File: config.mk
export PLATFORM = sky130hd
export DESIGN_NAME = serial_add_sub_flat
export DESIGN_NICKNAME = d
export VERILOG_FILES = /design/src/rtl/serial_add_sub_if.sv /design/src/rtl/serial_add_sub.sv /design/src/flat_wrapper.sv
export SDC_FILE = /design/constraint.sdc
export NUM_CORES = 1
export LEC_CHECK = 0
export ABC_AREA = 0
export BUFFER_PORTS_ARGS = -buffer_cell sky130_fd_sc_hd__buf_4
export CAP_MARGIN = 15
export CORE_MARGIN = 2
export CORE_UTILIZATION = 40
export DETAILED_ROUTE_END_ITERATION = 16
export PLACE_DENSITY = 0.73
export SYNTH_ARGS = -nofsm -noshare
export SYNTH_HDL_FRONTEND = slang
export SYNTH_SLANG_ARGS = --single-unit
File: constraint.sdc
create_clock -name clk -period 2.45 [get_ports clk]
set_clock_uncertainty 0.1 [all_clocks]
set_input_delay 0.3675 -clock clk [delete_from_list [all_inputs] [get_ports clk]]
set_output_delay 0.3675 -clock clk [all_outputs]
set_load 0.05 [all_outputs]
File: src/rtl/serial_add_sub_if.sv
// Handshake and operand/result bundle for serial_add_sub.
// The master issues start/fn/a/b; the slave returns the registered result and status.
interface serial_add_sub_if #(
  parameter int WIDTH = 8
);
  logic                    start;
  logic                    fn;
  logic signed [WIDTH-1:0] a;
  logic signed [WIDTH-1:0] b;
  logic signed [WIDTH:0]   s;
  logic                    busy;
  logic                    done;
  logic                    carry_out;
  logic                    overflow;

  modport master (
    output start, fn, a, b,
    input  s, busy, done, carry_out, overflow
  );

  modport slave (
    input  start, fn, a, b,
    output s, busy, done, carry_out, overflow
  );
endinterface

File: src/rtl/serial_add_sub.sv
// Digit-serial signed adder/subtractor: one DIGIT-bit ripple slice reused over
// WIDTH/DIGIT cycles, producing an exact WIDTH+1-bit sum or difference.
module serial_add_sub #(
  parameter int WIDTH = 8,
  parameter int DIGIT = 4
) (
  input  logic        clk,
  input  logic        reset,
  serial_add_sub_if.slave bus
);

  localparam int N  = WIDTH / DIGIT;
  localparam int CW = (N > 1) ? $clog2(N) : 1;
  localparam logic [CW-1:0] LAST = CW'(N - 1);

  localparam logic [1:0] IDLE = 2'd0;
  localparam logic [1:0] RUN  = 2'd1;
  localparam logic [1:0] DONE = 2'd2;

  logic [1:0]              state;
  logic [CW-1:0]           cnt;
  logic                    carry;
  logic signed [WIDTH-1:0] a_r;
  logic signed [WIDTH-1:0] bb_r;
  logic signed [WIDTH:0]   s_r;
  logic                    busy_r;
  logic                    done_r;
  logic                    cout_r;
  logic                    ovf_r;

  logic [DIGIT-1:0]        a_dig;
  logic [DIGIT-1:0]        b_dig;
  logic [DIGIT:0]          sum;
  logic                    is_last;
  logic                    c_msb_in;
  logic signed [WIDTH:0]   s_nxt;
  logic                    accept;

  // One ripple slice: DIGIT sum bits plus carry out in the MSB.
  function automatic logic [DIGIT:0] digit_add(input logic [DIGIT-1:0] x,
                                               input logic [DIGIT-1:0] y,
                                               input logic             ci);
    return {1'b0, x} + {1'b0, y} + {{DIGIT{1'b0}}, ci};
  endfunction

  assign is_last = (cnt == LAST);
  assign accept  = (state != RUN) && bus.start;

  always_comb begin
    a_dig = '0;
    b_dig = '0;
    for (int d = 0; d < N; d++) begin
      if (cnt == CW'(d)) begin
        a_dig = a_r[d*DIGIT +: DIGIT];
        b_dig = bb_r[d*DIGIT +: DIGIT];
      end
    end
  end

  assign sum = digit_add(a_dig, b_dig, carry);

  // On the last digit, slice bit DIGIT-1 is operand bit WIDTH-1; recover its carry-in.
  assign c_msb_in = a_r[WIDTH-1] ^ bb_r[WIDTH-1] ^ sum[DIGIT-1];

  always_comb begin
    s_nxt = s_r;
    for (int d = 0; d < N; d++) begin
      if (cnt == CW'(d)) s_nxt[d*DIGIT +: DIGIT] = sum[DIGIT-1:0];
    end
    if (is_last) s_nxt[WIDTH] = a_r[WIDTH-1] ^ bb_r[WIDTH-1] ^ sum[DIGIT];
  end

  // Operands are pure data: captured on acceptance, never reset.
  always_ff @(posedge clk) begin
    if (!reset && accept) begin
      a_r  <= bus.a;
      bb_r <= bus.b ^ {WIDTH{bus.fn}};
    end
  end

  always_ff @(posedge clk) begin
    if (reset) begin
      state  <= IDLE;
      cnt    <= '0;
      carry  <= 1'b0;
      s_r    <= '0;
      busy_r <= 1'b0;
      done_r <= 1'b0;
      cout_r <= 1'b0;
      ovf_r  <= 1'b0;
    end else begin
      done_r <= 1'b0;
      case (state)
        IDLE, DONE: begin
          if (bus.start) begin
            state  <= RUN;
            busy_r <= 1'b1;
            cnt    <= '0;
            carry  <= bus.fn;
          end else begin
            state <= IDLE;
          end
        end
        RUN: begin
          s_r   <= s_nxt;
          carry <= sum[DIGIT];
          if (is_last) begin
            state  <= DONE;
            busy_r <= 1'b0;
            done_r <= 1'b1;
            cout_r <= sum[DIGIT];
            ovf_r  <= c_msb_in ^ sum[DIGIT];
            cnt    <= '0;
          end else begin
            cnt <= cnt + CW'(1);
          end
        end
        default: state <= IDLE;
      endcase
    end
  end

  assign bus.s         = s_r;
  assign bus.busy      = busy_r;
  assign bus.done      = done_r;
  assign bus.carry_out = cout_r;
  assign bus.overflow  = ovf_r;

endmodule
File: src/flat_wrapper.sv
// flat-port wrapper written by rule: the top's interface ports become plain ports
module serial_add_sub_flat 
#(
  parameter int WIDTH = 8,
  parameter int DIGIT = 4
)
  (clk, reset, bus_start, bus_fn, bus_a, bus_b, bus_s, bus_busy, bus_done, bus_carry_out, bus_overflow);
  serial_add_sub_if #(.WIDTH(WIDTH)) bus_i ();
  input  logic clk;
  input  logic reset;
  input wire logic [$bits(bus_i.start)-1:0] bus_start;
  input wire logic [$bits(bus_i.fn)-1:0] bus_fn;
  input wire logic [$bits(bus_i.a)-1:0] bus_a;
  input wire logic [$bits(bus_i.b)-1:0] bus_b;
  output wire logic [$bits(bus_i.s)-1:0] bus_s;
  output wire logic [$bits(bus_i.busy)-1:0] bus_busy;
  output wire logic [$bits(bus_i.done)-1:0] bus_done;
  output wire logic [$bits(bus_i.carry_out)-1:0] bus_carry_out;
  output wire logic [$bits(bus_i.overflow)-1:0] bus_overflow;
  assign bus_i.start = bus_start;
  assign bus_i.fn = bus_fn;
  assign bus_i.a = bus_a;
  assign bus_i.b = bus_b;
  assign bus_s = bus_i.s;
  assign bus_busy = bus_i.busy;
  assign bus_done = bus_i.done;
  assign bus_carry_out = bus_i.carry_out;
  assign bus_overflow = bus_i.overflow;
  serial_add_sub #(.WIDTH(WIDTH), .DIGIT(DIGIT)) u_core (.clk(clk), .reset(reset), .bus(bus_i));
endmodule
==> reports/results.ini, run 1 <==
[finish]
drive_above_1_share_pct=33.97
fill_cells=312
layout_common_cells=buf_4 (35), nor2_1 (18), edfxtp_1 (16), dfxtp_1 (16), xor2_1 (9)
multiInputGateArea_um2=576.8
seq_area_um2=822.0
nNetsFinal=180
syn_to_final_growth_pct=24.35
n_antenna_cell=0
mostFrequentLayoutCell=buf_4
stdcell_area_um2=1789

[timing]
slew_headroom_pct=55.32
min_period_ps=2367
hold_slack_ps=103.2
max_slew.worst_pin.slew_ps=668.8
fin_crit_sh_pct=96.62
maxSlewViolCount=0
setup_viol=0
fmax_mhz=422.4
finalHoldViolCount=0

[drt]
drt_pre_antenna_iters=4
via_count=922
wl_per_cell_um=12.15
drc=0
dr.first_iter.drc_count=50
viasPerCell=4.564
antenna_left=0
totalWireLength_um=2455

[yosys]
yosys_register_bits=33
synth-edff-count=16
yosys.area.top_type=edfxtp_1
synth_area_per_cell_um2=12.09
mappedNetlistNets=144
netlist_area_um2=1439
synth_cell_types=28
synth_warnings=0
synth_top_cells_by_area=edfxtp_1 (33%), dfxtp_1 (24%), xor2_1 (5.5%), nor2_1 (4.7%), mux2_2 (4.7%)
synthCells=119
async_flop_share_pct=0
synth_top_area_share_pct=33.39
ys.flop_type=dfxtp_1
seq_area_frac_synth_pct=57.04

[floorplan]
dieArea_um2=4093
initial_core_util_pct=42.45
std_cell_rows=21
dieHeight_um=63.98
fp.dieW_um=63.98
coreArea_um2=3390
boundaryPins=33

[worst_setup_path]
path_class=register to register
required_ps=2590
reg2reg_from=u_core.cnt
critical_path_arrival_ps=2510
start_kind=register
setup.worst_path.start=u_core.cnt
critPathMaxFanout=4
crit_path_end_kind=register

[grt]
grt_pass1_wl_um=4174
grt_remaining_overflow=0
grt_antenna_before_repair=0
grt_pass1_vias=865
grt_usage_pct=13.70
grt_start_max_net_pins=19

[power]
p_clk_share_pct=25.7
vdd_drop_max_mv=0.2908
share_comb_of_total_power_pct=22.8
p_switching_uw=344.0
p_seq_share_pct=51.5
intPower_uw=874.3
swShare_pct=28.24
power_density_nw_per_um2=681.0
leakagePower_uw=0.0007370

[clocking]
cts_buffers=5
ctsHoldBuffers=0
insertion_delay_ps=330
clk_pin_slew_worst_paths_ps=100
cts_max_path_buffers=2
clock-sinks=33
htree_levels=2
ctsRootBufferMaster=clkbuf_4
cts_tree=done

[place]
port-buffer-count=32
dp_hpwl_um=1854
place_area_um2=1714
place.gp.congestion=0.7390

[hold_path]
min_path_type=input pin to register
hp-start=bus_a[7]

[run]
maxCapViolCount=0

[outcome]
outcome=finished, final reports clean

[power groups by stage]
stage / clock network (uW) / logic (uW) / registers [uW]
6_report: 313 / 278 / 627
5_1_grt: 359 / 303 / 632
4_1_cts: 327 / 277 / 628
3_5_place_dp: 0 / 271 / 640
3_3_place_gp: 0 / 260 / 639
2_1_floorplan: 0 / 148 / 684
[worst paths after layout]
check | end | slack (ps) | depth (start not counted)
worst min register to register | u_core.bus.s[4] | 360 | 2
worst max register to register | u_core.bus.overflow | 80 | 9
worst min-delay path | u_core.a_r[7] | 100 | 1
worst max-delay path | u_core.bus.overflow | 80 | 9
[cells by family after synthesis]
| logic type | synth area share (%) |
|---|---|
| compound gates | 6.435 |
| xor+xnor | 7.913 |
| fa+ha+maj | 5.392 |
| buf+inv | 4.260 |
| flops | 57.04 |
| mux | 8.174 |
| simple gates | 10.78 |
[layer usage]
| layer | track usage [%] | vias up | wire length, um |
|---|---|---|---|
| li1 | - | 471 | - |
| met1 | 16.57 | 414 | 1079 |
| met2 | 20.96 | 32 | 1143 |
| met3 | 6.338 | 5 | 191 |
| met4 | 5.707 | 0 | 41 |
| met5 | 0 | - | 0 |
[cell usage after synthesis, types with 2 or more instances]
library cell   n
nor2_1        18
dfxtp_1       17
edfxtp_1      16
xor2_1         9
nand2_1        8
a21oi_1        6
mux2_2         6
mux2i_1        5
xnor2_1        4
ha_1           3
inv_1          3
a211oi_1       2
a21o_1         2
buf_2          2
fa_1           2
nor2b_1        2
nor3_1         2
nor3b_1        2
[critical path, cell delays in order, from the launching register on]
cell	delay, ps
dfxtp_2	370
mux2_2	360
fa_1	430
inv_1	80
fa_1	220
nand2b_4	160
a21oi_4	70
xnor2_2	160
xor2_1	150
a21o_1	180
[stage by stage]
stage | TNS [ps] | util [%] | setup slack, ps | std cells | total power, uW
2_1_floorplan | 0 | - | 19.55 | 119 | 832.0
3_3_place_gp | 0 | 50.57 | 144.5 | 194 | 898.6
3_5_place_dp | -5.157 | 50.57 | -5.157 | 194 | 911.0
4_1_cts | 0 | 52.53 | 19.37 | 202 | 1231
5_1_grt | -13.38 | 52.79 | -13.38 | 202 | 1294
6_report | 0 | 52.79 | 82.82 | 202 | 1218
[state kept, by name, summed over array words and instances, names as in the netlist]
register / flops
u_core.cnt: 1
u_core.bus.busy: 1
u_core.a_r: 8
u_core.bus.s: 9
u_core.carry: 1
u_core.bus.overflow: 1
u_core.state: 2
u_core.bus.done: 1
u_core.bus.carry_out: 1
u_core.bb_r: 8
[final cells by class]
type                       instances  area share [%]
timing repair buffer              35           14.69
multi-input combinational         77           32.24
inverter                           3          0.6294
tap                               46           3.217
clock buffer                       8           3.287
sequential                        33           45.94
[repair_timing]
| item | CTS | global route |
|---|---|---|
| endpoints found under the setup margin | 1 | 1 |
| resized for setup | 1 | 2 |
| setup buffers | 0 | 0 |
Note: power is estimated with default switching activity, not from simulation.
==> inputs of run 2 (changes only) <==
- ABC_AREA: 0 -> 1
- CORE_MARGIN: 2 -> default
- PLACE_DENSITY: 0.73 -> 0.72
==> reports/results.ini, run 2 <==
[outcome]
outcome=finished, final reports clean  ; unchanged

[yosys]
synth_top_area_share_pct=31.22  ; was 33.39%
yosysMostFrequentCell=nand2_1  ; was nor2_1
yosys.area_share.simple_pct=22.28  ; was 10.78%
synth_cell_types=28  ; unchanged
synthMuxAreaShare_pct=0  ; was 8.174%
seq_area_frac_synth_pct=53.33  ; was 57.04%
netlist_area_um2=1539  ; was 1439 um^2
yosys.area.top_type=edfxtp_1  ; unchanged
synth-edff-count=16  ; unchanged
yosys_register_bits=33  ; unchanged
ys.flop_type=dfxtp_1  ; unchanged
async_flop_share_pct=0  ; unchanged
synth_warnings=0  ; unchanged
synth_area_per_cell_um2=9.215  ; was 12.09 um^2
synthCells=167  ; was 119
ys_top_cells_by_count=nand2_1 (52), dfxtp_1 (17), edfxtp_1 (16), inv_1 (16)  ; was nor2_1 (18), dfxtp_1 (17), edfxtp_1 (16)
synth_compound_area_share_pct=7.886  ; was 6.435%
synth_top_cells_by_area=edfxtp_1 (31%), dfxtp_1 (22%), nand2_1 (13%), xor2_1 (4.6%), inv_1 (3.9%)  ; was edfxtp_1 (33%), dfxtp_1 (24%), xor2_1 (5.5%), nor2_1 (4.7%), mux2_2 (4.7%)
synthXorXnorAreaFrac_pct=5.122  ; was 7.913%
mappedNetlistNets=192  ; was 144
synthAdderAreaFrac_pct=5.041  ; was 5.391%
synth_top_family_by_area=simple AND/OR/NAND/NOR gates  ; unchanged

[clocking]
htree_levels=2  ; unchanged
clk_pin_slew_worst_paths_ps=60  ; was 100 ps
cts_max_path_buffers=2  ; unchanged
clock-sinks=33  ; unchanged
cts_setup_buffers=0  ; unchanged
post_cts_resized=0  ; was 1
ctsRootBufferMaster=clkbuf_8  ; was clkbuf_4
cts_tree=done  ; unchanged
ctsHoldBuffers=0  ; unchanged
cts_buffers=5  ; unchanged
insertion_delay_ps=280  ; was 330 ps

[grt]
grt_use_met3_pct=4.643  ; was 6.338%
grt_pass1_wl_um=4243  ; was 4174 um
grt_usage_pct=13.95  ; was 13.70%
grt_use_met2_pct=21.94  ; was 20.96%
grt_start_max_net_pins=17  ; was 19
grt_antenna_before_repair=0  ; unchanged
groute.layer.met1.usage_pct=16.70  ; was 16.57%
busiest_layer=met2  ; unchanged
grt_pass1_vias=1044  ; was 865
grt_remaining_overflow=0  ; unchanged

[power]
vdd_drop_max_mv=0.3713  ; was 0.2908 mV
power_density_nw_per_um2=741.7  ; was 681.0 nW/um^2
leakagePower_uw=0.0009155  ; was 0.0007370 uW

[timing]
min_period_ps=2161  ; was 2367 ps
fmax_mhz=462.7  ; was 422.4 MHz
finalHoldViolCount=0  ; unchanged
fin_ws_ps=288.8  ; was 82.82 ps
fin_crit_sh_pct=88.21  ; was 96.62%
max_slew.worst_pin.slew_ps=238.9  ; was 668.8 ps
hold_slack_ps=161.6  ; was 103.2 ps
slew_headroom_pct=84.03  ; was 55.32%
maxSlewViolCount=0  ; unchanged
fin_tns_setup_ps=0  ; unchanged
setup_viol=0  ; unchanged
rsz0062_at_grt=no

[drt]
wl_per_cell_um=9.842  ; was 12.15 um
antenna_left=0  ; unchanged
viasPerCell=4.656  ; was 4.564
drt_pre_antenna_iters=4  ; unchanged
totalWireLength_um=2490  ; was 2455 um
via_count=1178  ; was 922
drc=0  ; unchanged
dr.first_iter.drc_count=60  ; was 50

[worst_setup_path]
worst_path_dominant_cell_family=simple AND/OR/NAND/NOR gates  ; was adder cells
cp_cell_sequence=inv_2, nand2_1, nand2_1, fa_1, inv_1, fa_1, inv_1, nand2_1, nand2_2, nand2_2, nand2_1, nand2_1, nand2_1, nand3_1, nand2_1, inv_1  ; was mux2_2, fa_1, inv_1, fa_1, nand2b_4, a21oi_4, xnor2_2, xor2_1, a21o_1
required_ps=2530  ; was 2590 ps
critical_path_arrival_ps=2240  ; was 2510 ps
path_class=register to register  ; unchanged
crit_path_max_incr_delay_ps=390  ; was 430 ps
path_common_cell=nand2_1  ; was fa_1
reg2regPathDepth=16  ; was 9
path_depth=16  ; was 9
critPathSlowestCell=fa_1  ; unchanged
start_kind=register  ; unchanged
critPathMaxFanout=14  ; was 4
crit_path_end_kind=register  ; unchanged
cp_num_buf_inv=4  ; was 1

[floorplan]
boundaryPins=33  ; unchanged
dieHeight_um=64.03  ; was 63.98 um
initial_core_util_pct=41.72  ; was 42.45%
coreArea_um2=3689  ; was 3390 um^2
std_cell_rows=22  ; was 21
fp.dieW_um=64.03  ; was 63.98 um
dieArea_um2=4099  ; was 4093 um^2

[finish]
final_cells=253  ; was 202
nNetsFinal=229  ; was 180
syn_to_final_growth_pct=26.59  ; was 24.35%
fill_cells=350  ; was 312
n_antenna_cell=0  ; unchanged
mostFrequentLayoutCell=nand2_1  ; was buf_4
drive_above_1_share_pct=27.80  ; was 33.97%
largest_reg_flops=9  ; unchanged
layout_common_cells=nand2_1 (52), buf_4 (34), inv_1 (16), edfxtp_1 (16), dfxtp_1 (16)  ; was buf_4 (35), nor2_1 (18), edfxtp_1 (16), dfxtp_1 (16), xor2_1 (9)

[hold_path]
holdPathStages=1  ; unchanged
min_path_type=input pin to register  ; unchanged

[place]
place_ws_ps=224.7  ; was -5.157 ps
dp_cells=245  ; was 194
place.gp.congestion=0.7950  ; was 0.7390
dp_hpwl_um=1911  ; was 1854 um
port-buffer-count=32  ; unchanged

[run]
maxCapViolCount=0  ; unchanged

-- run 2: cell types whose count changed after synthesis, sizes merged, moves of 6 or more --
cell,change
mux2,-6
o21ai,+7
nor2,-13
inv,+16
nand2,+48
nand3,+12
-- run 2: logic make-up after synthesis --
family	after synthesis
AOI/OAI and AO/OA	21
buffers and inverters	23
and+or+nand+nor	76
xor gates and xnor gates	9
adders and majority gates	5
DFF	33
-- run 2: worst reg2reg max path, delay by kind of cell (launching register included) --
family / cells / cell delay (ps)
fa+ha+maj: 2 / 600
simple gates: 10 / 660
buf+inv: 4 / 340
flops: 1 / 360
-- run 2: metal layers --
layer / routed length (um) / part of all wire, %
met3: 175 / 7.0
met2: 1149 / 46
met4: 50 / 2.0
met1: 1114 / 45
met5: 0 / 0
-- run 2: report_power, final --
group	switching, uW	internal [uW]	total [uW]
Sequential	16.0	614	630
Clock	186	331	518
Combinational	182	115	297
-- run 2: cell type report --
type,instances,area [um^2],share of cell area [%]
clock buffers,7,86.33,4.432
clock inverters,1,30.03,1.541
inverters,19,73.82,3.789
multi-input cells,111,620.6,31.86
flip-flops and latches,33,822.0,42.20
well taps,48,60.06,3.083
repair buffers,34,255.2,13.10
-- run 2: path summary, 6_finish.rpt --
kind	from	to	slack, ps
min	bus_a[6]	u_core.a_r[6]	160
max reg2reg	u_core.cnt	u_core.bus.overflow	290
max	u_core.cnt	u_core.bus.overflow	290
min reg2reg	u_core.bus.busy	u_core.bus.busy	360
-- run 2: metrics by stage --
stage / utilization (%) / area [um^2] / power (uW)
6_report: 52.82 / 1948 / 1445
4_1_cts: 52.78 / 1947 / 1462
3_3_place_gp: 49.63 / 1831 / 936.0
3_5_place_dp: 49.63 / 1831 / 942.0
2_1_floorplan: - / 1539 / 859.7
5_1_grt: 52.82 / 1948 / 1521
